$ cat src/rtl/uart_rx_if.sv
// CPU/bus side of the UART receiver: buffered word, status flags and read strobe.
interface uart_rx_if #(
   parameter int MAX_WORD_LEN = 9
);
   logic [MAX_WORD_LEN-1:0] data;
   logic                    rd;
   logic                    rxc;
   logic                    ferr;
   logic                    perr;
   logic                    ovr;
   logic                    busy;

   modport master (input data, rxc, ferr, perr, ovr, busy, output rd);
   modport slave  (output data, rxc, ferr, perr, ovr, busy, input rd);
endinterface

$ cat src/rtl/uart_rx.sv
// UART receiver: 16x oversampled, 3-sample majority vote, 5..9 data bits,
// optional parity, 1 or 2 stop bits, one-deep receive buffer with status.
//
// state    | meaning
// ---------+-------------------------------------------------------------
// S_IDLE   | line idle, waiting for rxs=0 (or for rxs=1 after a break)
// S_START  | start bit; a high majority sample is a false start
// S_DATA   | data bits, LSB first, into shreg[bitcnt]
// S_PARITY | parity bit compared against computed parity
// S_STOP1  | first stop bit; commits here when one stop bit is configured
// S_STOP2  | second stop bit; always commits
module uart_rx #(
   parameter int MAX_WORD_LEN = 9,
   parameter int SAMPLE_MID   = 7
) (
   input  logic       clk,
   input  logic       rst,
   input  logic       rxen,
   input  logic       rx,
   input  logic [3:0] wordlen,
   input  logic [1:0] parity,
   input  logic       stopbits,
   uart_rx_if.slave   bus
);

   typedef enum logic [2:0] {
      S_IDLE,
      S_START,
      S_DATA,
      S_PARITY,
      S_STOP1,
      S_STOP2
   } state_t;

   localparam logic [3:0] TICK_V0 = 4'(SAMPLE_MID - 1);
   localparam logic [3:0] TICK_V1 = 4'(SAMPLE_MID);
   localparam logic [3:0] TICK_S  = 4'(SAMPLE_MID + 1);

   state_t                  state;
   logic                    rx_m;
   logic                    rxs;
   logic [3:0]              tick;
   logic [3:0]              bitcnt;
   logic [3:0]              len_q;
   logic [1:0]              par_q;
   logic                    stop2_q;
   logic [MAX_WORD_LEN-1:0] shreg;
   logic                    v0;
   logic                    v1;
   logic                    ferr_pend;
   logic                    perr_pend;
   logic                    wait_high;

   logic       sample_pt;
   logic       wrap;
   logic       vote;
   logic       par_calc;
   logic       last_stop;
   logic       ferr_final;
   logic [3:0] len_in;
   logic       par_en;

   always_comb begin
      sample_pt  = (tick == TICK_S);
      wrap       = (tick == 4'd15);
      vote       = (v0 & v1) | (v0 & rxs) | (v1 & rxs);
      // Unused upper shreg bits are cleared at start, so a full XOR is safe.
      par_calc   = (^shreg) ^ par_q[1];
      last_stop  = sample_pt && ((state == S_STOP1 && !stop2_q) || state == S_STOP2);
      ferr_final = ferr_pend | ~vote;
      len_in     = (wordlen >= 4'd5 && wordlen <= 4'd9) ? wordlen : 4'd8;
      par_en     = (par_q == 2'b01) || (par_q == 2'b10);
   end

   always_ff @(posedge clk) begin
      if (rst || !rxen) begin
         state     <= S_IDLE;
         rx_m      <= 1'b1;
         rxs       <= 1'b1;
         tick      <= 4'd0;
         bitcnt    <= 4'd0;
         len_q     <= 4'd8;
         par_q     <= 2'b00;
         stop2_q   <= 1'b0;
         shreg     <= '0;
         v0        <= 1'b1;
         v1        <= 1'b1;
         ferr_pend <= 1'b0;
         perr_pend <= 1'b0;
         wait_high <= 1'b0;
         bus.rxc   <= 1'b0;
         bus.ferr  <= 1'b0;
         bus.perr  <= 1'b0;
         bus.ovr   <= 1'b0;
         bus.busy  <= 1'b0;
         if (rst) bus.data <= '0;
      end else begin
         rx_m <= rx;
         rxs  <= rx_m;
         if (state != S_IDLE) tick <= tick + 4'd1;
         if (tick == TICK_V0) v0 <= rxs;
         if (tick == TICK_V1) v1 <= rxs;

         case (state)
            S_IDLE: begin
               if (wait_high) begin
                  if (rxs) wait_high <= 1'b0;
               end else if (!rxs) begin
                  tick      <= 4'd0;
                  len_q     <= len_in;
                  par_q     <= parity;
                  stop2_q   <= stopbits;
                  shreg     <= '0;
                  ferr_pend <= 1'b0;
                  perr_pend <= 1'b0;
                  state     <= S_START;
                  bus.busy  <= 1'b1;
               end
            end
            S_START: begin
               if (sample_pt && vote) begin
                  state    <= S_IDLE;
                  bus.busy <= 1'b0;
               end else if (wrap) begin
                  state  <= S_DATA;
                  bitcnt <= 4'd0;
               end
            end
            S_DATA: begin
               if (sample_pt) shreg[bitcnt] <= vote;
               if (wrap) begin
                  if (bitcnt == len_q - 4'd1) state <= par_en ? S_PARITY : S_STOP1;
                  else bitcnt <= bitcnt + 4'd1;
               end
            end
            S_PARITY: begin
               if (sample_pt && (vote != par_calc)) perr_pend <= 1'b1;
               if (wrap) state <= S_STOP1;
            end
            S_STOP1: begin
               if (sample_pt) begin
                  if (!vote) ferr_pend <= 1'b1;
                  if (!stop2_q) begin
                     state    <= S_IDLE;
                     bus.busy <= 1'b0;
                  end
               end else if (wrap) begin
                  state <= S_STOP2;
               end
            end
            S_STOP2: begin
               if (sample_pt) begin
                  if (!vote) ferr_pend <= 1'b1;
                  state    <= S_IDLE;
                  bus.busy <= 1'b0;
               end
            end
            default: begin
               state    <= S_IDLE;
               bus.busy <= 1'b0;
            end
         endcase

         // A low final stop sample means the line may be in break; re-arm only after it rises.
         if (last_stop) begin
            if (!vote) wait_high <= 1'b1;
            if (!bus.rxc || bus.rd) begin
               bus.data <= shreg;
               bus.ferr <= ferr_final;
               bus.perr <= perr_pend;
               bus.rxc  <= 1'b1;
               bus.ovr  <= 1'b0;
            end else begin
               bus.ovr <= 1'b1;
            end
         end else if (bus.rd && bus.rxc) begin
            bus.rxc <= 1'b0;
            bus.ovr <= 1'b0;
         end
      end
   end

endmodule

$ cat src/flat_wrapper.sv
// flat-port wrapper written by rule: the top's interface ports become plain ports
module uart_rx_flat 
#(
   parameter int MAX_WORD_LEN = 9,
   parameter int SAMPLE_MID   = 7
)
  (clk, rst, rxen, rx, wordlen, parity, stopbits, bus_data, bus_rxc, bus_ferr, bus_perr, bus_ovr, bus_busy, bus_rd);
  uart_rx_if #(.MAX_WORD_LEN(MAX_WORD_LEN)) bus_i ();
  input  logic clk;
  input  logic rst;
  input  logic rxen;
  input  logic rx;
  input  logic [3:0] wordlen;
  input  logic [1:0] parity;
  input  logic stopbits;
  output wire logic [$bits(bus_i.data)-1:0] bus_data;
  output wire logic [$bits(bus_i.rxc)-1:0] bus_rxc;
  output wire logic [$bits(bus_i.ferr)-1:0] bus_ferr;
  output wire logic [$bits(bus_i.perr)-1:0] bus_perr;
  output wire logic [$bits(bus_i.ovr)-1:0] bus_ovr;
  output wire logic [$bits(bus_i.busy)-1:0] bus_busy;
  input wire logic [$bits(bus_i.rd)-1:0] bus_rd;
  assign bus_data = bus_i.data;
  assign bus_rxc = bus_i.rxc;
  assign bus_ferr = bus_i.ferr;
  assign bus_perr = bus_i.perr;
  assign bus_ovr = bus_i.ovr;
  assign bus_busy = bus_i.busy;
  assign bus_i.rd = bus_rd;
  uart_rx #(.MAX_WORD_LEN(MAX_WORD_LEN), .SAMPLE_MID(SAMPLE_MID)) u_core (.clk(clk), .rst(rst), .rxen(rxen), .rx(rx), .wordlen(wordlen), .parity(parity), .stopbits(stopbits), .bus(bus_i));
endmodule
$ cat config.mk
export PLATFORM = sky130hd
export DESIGN_NAME = uart_rx_flat
export DESIGN_NICKNAME = d
export VERILOG_FILES = /design/src/rtl/uart_rx_if.sv /design/src/rtl/uart_rx.sv /design/src/flat_wrapper.sv
export SDC_FILE = /design/constraint.sdc
export NUM_CORES = 1
export LEC_CHECK = 0
export ABC_AREA = 1
export BUFFER_PORTS_ARGS = -buffer_cell sky130_fd_sc_hd__buf_2
export CORE_ASPECT_RATIO = 0.8
export CORE_MARGIN = 5
export CORE_UTILIZATION = 45
export DETAILED_ROUTE_END_ITERATION = 16
export HOLD_SLACK_MARGIN = 0.05
export PLACE_DENSITY = 0.66
export SLEW_MARGIN = 20
export SYNTH_ARGS = -nofsm -noshare
export SYNTH_HDL_FRONTEND = slang
export SYNTH_SLANG_ARGS = --single-unit
$ cat constraint.sdc
create_clock -name clk -period 1.9 [get_ports clk]
set_clock_uncertainty 0.05 [all_clocks]
set_input_delay 0.38 -clock clk [delete_from_list [all_inputs] [get_ports clk]]
set_output_delay 0.38 -clock clk [all_outputs]
set_load 0.005 [all_outputs]
### Word-level counts from Yosys, hierarchy flattened

Index checks and enable logic that the tools add are counted.

| storage, ports and cells | value |
|---|---|
| register bits after elaboration | 48 |
| output and inout bits | 14 |
| word-level logic and storage cells | 166 |
| input port bits | 12 |

| operators by class | value |
|---|---|
| bitwise operators | 11 |
| $lt $le $gt $ge | 4 |
| muxes and demuxes | 58 |
| reduce and logical (&&, ||, !) cells | 36 |
| equal/unequal tests | 34 |
| add/subtract/negate cells | 3 |

Operators with widths:

| cell | count |
|---|---|
| 9-bit 2-to-1 mux | 7 |
| 3-bit 2-to-1 mux | 12 |
| 4-bit 2-to-1 mux | 9 |
| 1-bit 2-to-1 mux | 22 |
| 2-bit by 1-bit inequality test with 1-bit output, second input constant | 10 |
| 3-bit one-hot mux with 6 select lines | 1 |
| 9-bit one-hot mux with 2 select lines | 1 |
| 2-bit inequality test, second input constant | 8 |
| 2-bit nonzero test | 7 |
| 5-bit AND reduction | 2 |
| 9-bit bitwise mux | 1 |
| 9-bit AND reduction | 1 |
| 9-bit parity | 1 |
| 4-bit by 1-bit adder with 4-bit output, second input constant | 2 |
| 4-bit by 3-bit equality test with 1-bit output, second input constant | 2 |
| 4-bit equality test, second input constant | 2 |
| 4-bit one-hot mux with 2 select lines | 1 |
| 4-bit AND reduction | 2 |
| 1-bit logical AND | 7 |
| 7-bit AND reduction | 1 |
| 3-bit by 2-bit equality test with 1-bit output, second input constant | 2 |
| 3-bit equality test, second input constant | 2 |
| 3-bit by 1-bit inequality test with 1-bit output, second input constant | 2 |
| 3-bit AND reduction | 2 |
| 24 further kinds | 39 |

### Longest topological paths before layout

| depth | value |
|---|---|
| depth after elaboration | 7 |
| depth in mapped cells | 12 |
| depth with buffers taken out | 12 |

### Least setup slack after synthesis

No wires, ideal clock.

| path | value |
|---|---|
| kind | register to register |
| from | reg u_core.state[2] |
| to | reg u_core.bus.data[0] (enable) |
| buffers on the path | 0 |
| data required time | 1.473 ns |
| arrival time | 1.533 ns |
| cell stages (with the launch flop) | 7 |
| setup slack | -0.059 ns |
| setup time | 0.377 ns |
| clock period less this slack | 1.959 ns |
| path through | dfxtp_1 inv_2 nor2_1 nand2_1 nor2_2 nand2_1 o21bai_1 |

| between the ends | value |
|---|---|
| word-level cells in the longest chain between the ends | 6 |
| elaborated cells between the ends (all ways) | 7 |
| classes of those cells | 2 x eq/ne; 5 x reduce/logical |

RTL lines:

| item | line | RTL |
|---|---|---|
| start, declared | uart_rx.sv:39 | `state_t state;` |
| start signal, assigned | uart_rx.sv:132 | `if (bitcnt == len_q - 4'd1) state <= par_en ? S_PARITY : S_STOP1;` |
| 3-bit equality test | uart_rx.sv:69 | `last_stop = sample_pt && ((state == S_STOP1 && !stop2_q) \|\| state == S_STOP2);` |
| 1-bit logical AND | uart_rx.sv:69 |  |
| 1-bit logical OR (*) | uart_rx.sv:69 |  |
| 1-bit logical AND (*) | uart_rx.sv:69 |  |
| 2-bit nonzero test (no line) (*) | - |  |
| 3-bit AND reduction (no line) (*) | - |  |
| end signal, assigned | uart_rx.sv:168 | `bus.data <= shreg;` |
| end, declared | uart_rx_if.sv:14 | `modport slave (output data, rxc, ferr, perr, ovr, busy, input rd);` |

Mark *: on every way between the ends. The rest lies on a longest branch, timed or not.
A chain may end at the register's enable or synchronous reset.

### Final worst setup path

| path | value |
|---|---|
| from | reg u_core.tick[0] |
| to | reg u_core.bus.data[2] (enable) |

| between the ends | value |
|---|---|
| word-level cells in the longest chain between the ends | 4 |

RTL lines:

| item | line | RTL |
|---|---|---|
| start, declared | uart_rx.sv:42 | `logic [3:0] tick;` |
| start signal, assigned | uart_rx.sv:100 | `if (state != S_IDLE) tick <= tick + 4'd1;` |
| 4-bit equality test | uart_rx.sv:64 | `sample_pt = (tick == TICK_S);` |
| 1-bit logical AND | uart_rx.sv:69 |  |
| 2-bit nonzero test (no line) | - |  |
| 3-bit AND reduction (no line) | - |  |

Every way passes these cells.

==> results.py <==
metrics = {
    "synth": {
        "ys_seq_area_share_pct": 39.2,
        "netlist_instances": 369,
        "syn_avg_cell_area_um2": 7.27,
        "ys_async_sr_fraction_pct": 0,
        "ys_warn_count": 0,
        "synth.cell_area_um2": 2680,
        "synth_top_area_share_pct": 29.1,
        "ys_seq_elements": 48,
        "postSynth.topFlopCell": "dfxtp_1",
        "synth_edf_count": 9,
        "yosys.area.top_type": "dfxtp_1",
        "synthTopCellsByArea": "dfxtp_1, nand2_1, edfxtp_1",
        "synth_cell_types": 39,
        "syn-num-nets": 389,
    },
    "run": {
        "max_cap_violations": 0,
    },
    "worst_setup_path": {
        "cp-end-kind": "flip-flop",
        "critPathTopFamily": "simple AND/OR/NAND/NOR gates",
        "crit_chain": "inv_1 -> ha_1 -> nand3_1 -> nor2_2 -> nand2_1 -> o21bai_2",
        "cpPeakStageDelay_ns": 0.36,
        "cp_slowest_cell": "o21bai_2",
        "critPathBufInv": 1,
        "worstPathArrival_ns": 1.68,
        "cp.required_ns": 1.80,
        "start_kind": "flip-flop",
        "worstSetupPathType": "reg2reg",
        "worstPathMaxFanout": 9,
    },
    "clock_network": {
        "cts_tree": "yes",
        "path_clk_slew_ns": 0.09,
        "clock_latency_ns": 0.29,
        "cts_resized": 0,
        "cts_buffers": 5,
        "cts_sinks": 48,
        "clock-root-buffer": "clkbuf_8",
        "h-tree-depth": 2,
        "ctsLongestPathBuffers": 2,
    },
    "place": {
        "portBuffers": 25,
        "gp_congestion": 0.835,
        "dp_hpwl_um": 4240,
    },
    "detailed_routing": {
        "wl_per_cell_um": 11.2,
        "drt_iter0_markers": 130,
        "firstDrtPassIters": 4,
        "ant_nets": 0,
        "vias": 2297,
        "avgViaCountPerCell": 4.71,
        "drc": 0,
        "routed_wl_um": 5450,
    },
    "sta": {
        "fin_setup_tns_ns": 0,
        "rsz0062_at_grt": "no",
        "tightest_slew_ns": 0.486,
        "period_needed_ns": 1.78,
        "relSlewSlack_pct": 67.6,
        "hold_violations": 0,
        "post-route-period-util_pct": 93.5,
        "setup_violations": 0,
        "fmax_mhz": 563,
        "slew_violations": 0,
    },
    "floorplanning": {
        "placementRows": 25,
        "coreArea_um2": 5850,
        "die-area_um2": 7610,
        "die_y_um": 79.0,
        "io_pins": 26,
        "fp.dieW_um": 96.3,
        "initial_core_util_pct": 45.8,
    },
    "global_route": {
        "grt_pass1_vias": 2109,
        "grt_pass1_wl_um": 9440,
        "grt_usage_pct": 15.5,
        "gr-total-overflow": 0,
        "grt_max_degree": 27,
        "antenna_found_initial": 0,
    },
    "cells_and_area": {
        "nets": 426,
        "drive_above_1_share_pct": 18.7,
        "antennaDiodeCount": 0,
        "syn2layout_area_growth_pct": 13.8,
    },
    "worst_hold_path": {
        "hold_path_class": "in2reg",
    },
    "pwr": {
        "peakVddDrop_mv": 0.287,
        "powerDensity_nw_per_um2": 678,
        "finalPower_mw": 2.07,
        "leakage_nw": 1.37,
    },
    "status": {
        "outcome": "finished clean",
    },
}
==> timing repair <==
action / in CTS / in global routing
buffers inserted: 0 / 2
hold buffers: 0 / 0
setup endpoints to repair: 0 / 3
==> Yosys cell counts, drive strengths merged, types with 2 or more instances <==
master,n
xor2,6
o22ai,3
dfxtp,39
edfxtp,9
inv,54
nand3,33
ha,8
clkbuf,2
buf,3
o21ai,19
nand4,4
nor2,58
or2,2
nand2,91
a21oi,19
xnor2,4
nor3,5
==> layout make-up <==
cell class / count / area (µm²)
well taps: 81 / 101
flip-flops and latches: 48 / 1050
multi-input cells: 262 / 1400
clock buffers: 5 / 68.8
inverters: 54 / 208
fillers: 568 / 2800
clock inverters: 3 / 18.8
repair buffers: 35 / 200
==> flip-flops by register name, indices dropped and copies added, names as in the netlist, 2 cells and up <==
signal           cells
u_core.bitcnt        4
u_core.bus.data      9
u_core.len_q         4
u_core.par_q         2
u_core.shreg         9
u_core.state         3
u_core.tick          4
==> where the power goes <==
part,internal [mW],switching (mW)
clock,0.254,0.336
combinational,0.134,0.267
sequential,1.06,0.0206
total,1.44,0.624
==> final timing paths <==
| path | startpoint | to | depth (start not counted) | slack, ns |
|---|---|---|---|---|
| min | rx | u_core.rx_m | 2 | 0.22 |
| max reg2reg | u_core.tick[0] | u_core.bus.data[2] | 6 | 0.12 |
| min reg2reg | u_core.rx_m | u_core.rxs | 1 | 0.37 |
| max | u_core.tick[0] | u_core.bus.data[2] | 6 | 0.12 |
==> cell usage in the layout, fill, tap and decap left out, types with 2 or more instances in the layout <==
cell type    n
clkinvlp_4   2
o21ai_1     12
ha_1         8
inv_2        6
nand2_1     84
nand3_1     29
dfxtp_1     39
a21oi_1     18
inv_4        2
xor2_1       6
nor2_4       3
nand4_1      4
edfxtp_1     9
clkbuf_8     5
inv_1       46
buf_4       10
o21ai_0      7
o22ai_1      3
xnor2_1      4
nor2_1      50
or2_2        2
nor2_2       4
buf_2       25
nand2_2      5
nand3_2      4
nor3_1       4
==> layer usage <==
| layer | track usage (%) | part of all wire, % |
|---|---|---|
| met2 | 24.1 | 43 |
| met3 | 3.22 | 5.0 |
| met5 | 0 | 0 |
| met1 | 21.8 | 51 |
| met4 | 3.64 | 0.40 |
==> logic make-up after synthesis <==
logic type / share of synthesized area [%]
compound gates: 11.2
simple gates: 34.0
fa+ha+maj: 3.73
xor+xnor: 3.27
buf+inv: 8.59
flops: 39.2
==> metrics by stage <==
stage          setup WS [ns]  std cells  utilization (%)  hold slack, ns  cell area [µm²]
2_1_floorplan          0.140        369                -           0.343             2690
5_1_grt               0.0159        488             52.2           0.207             3050
3_3_place_gp           0.153        478             50.4           0.344             2950
3_5_place_dp           0.135        478             50.4           0.354             2950
4_1_cts                0.119        486             51.9           0.211             3040
6_report               0.123        488             52.2           0.219             3050
Note: power is estimated with default switching activity, not from simulation.
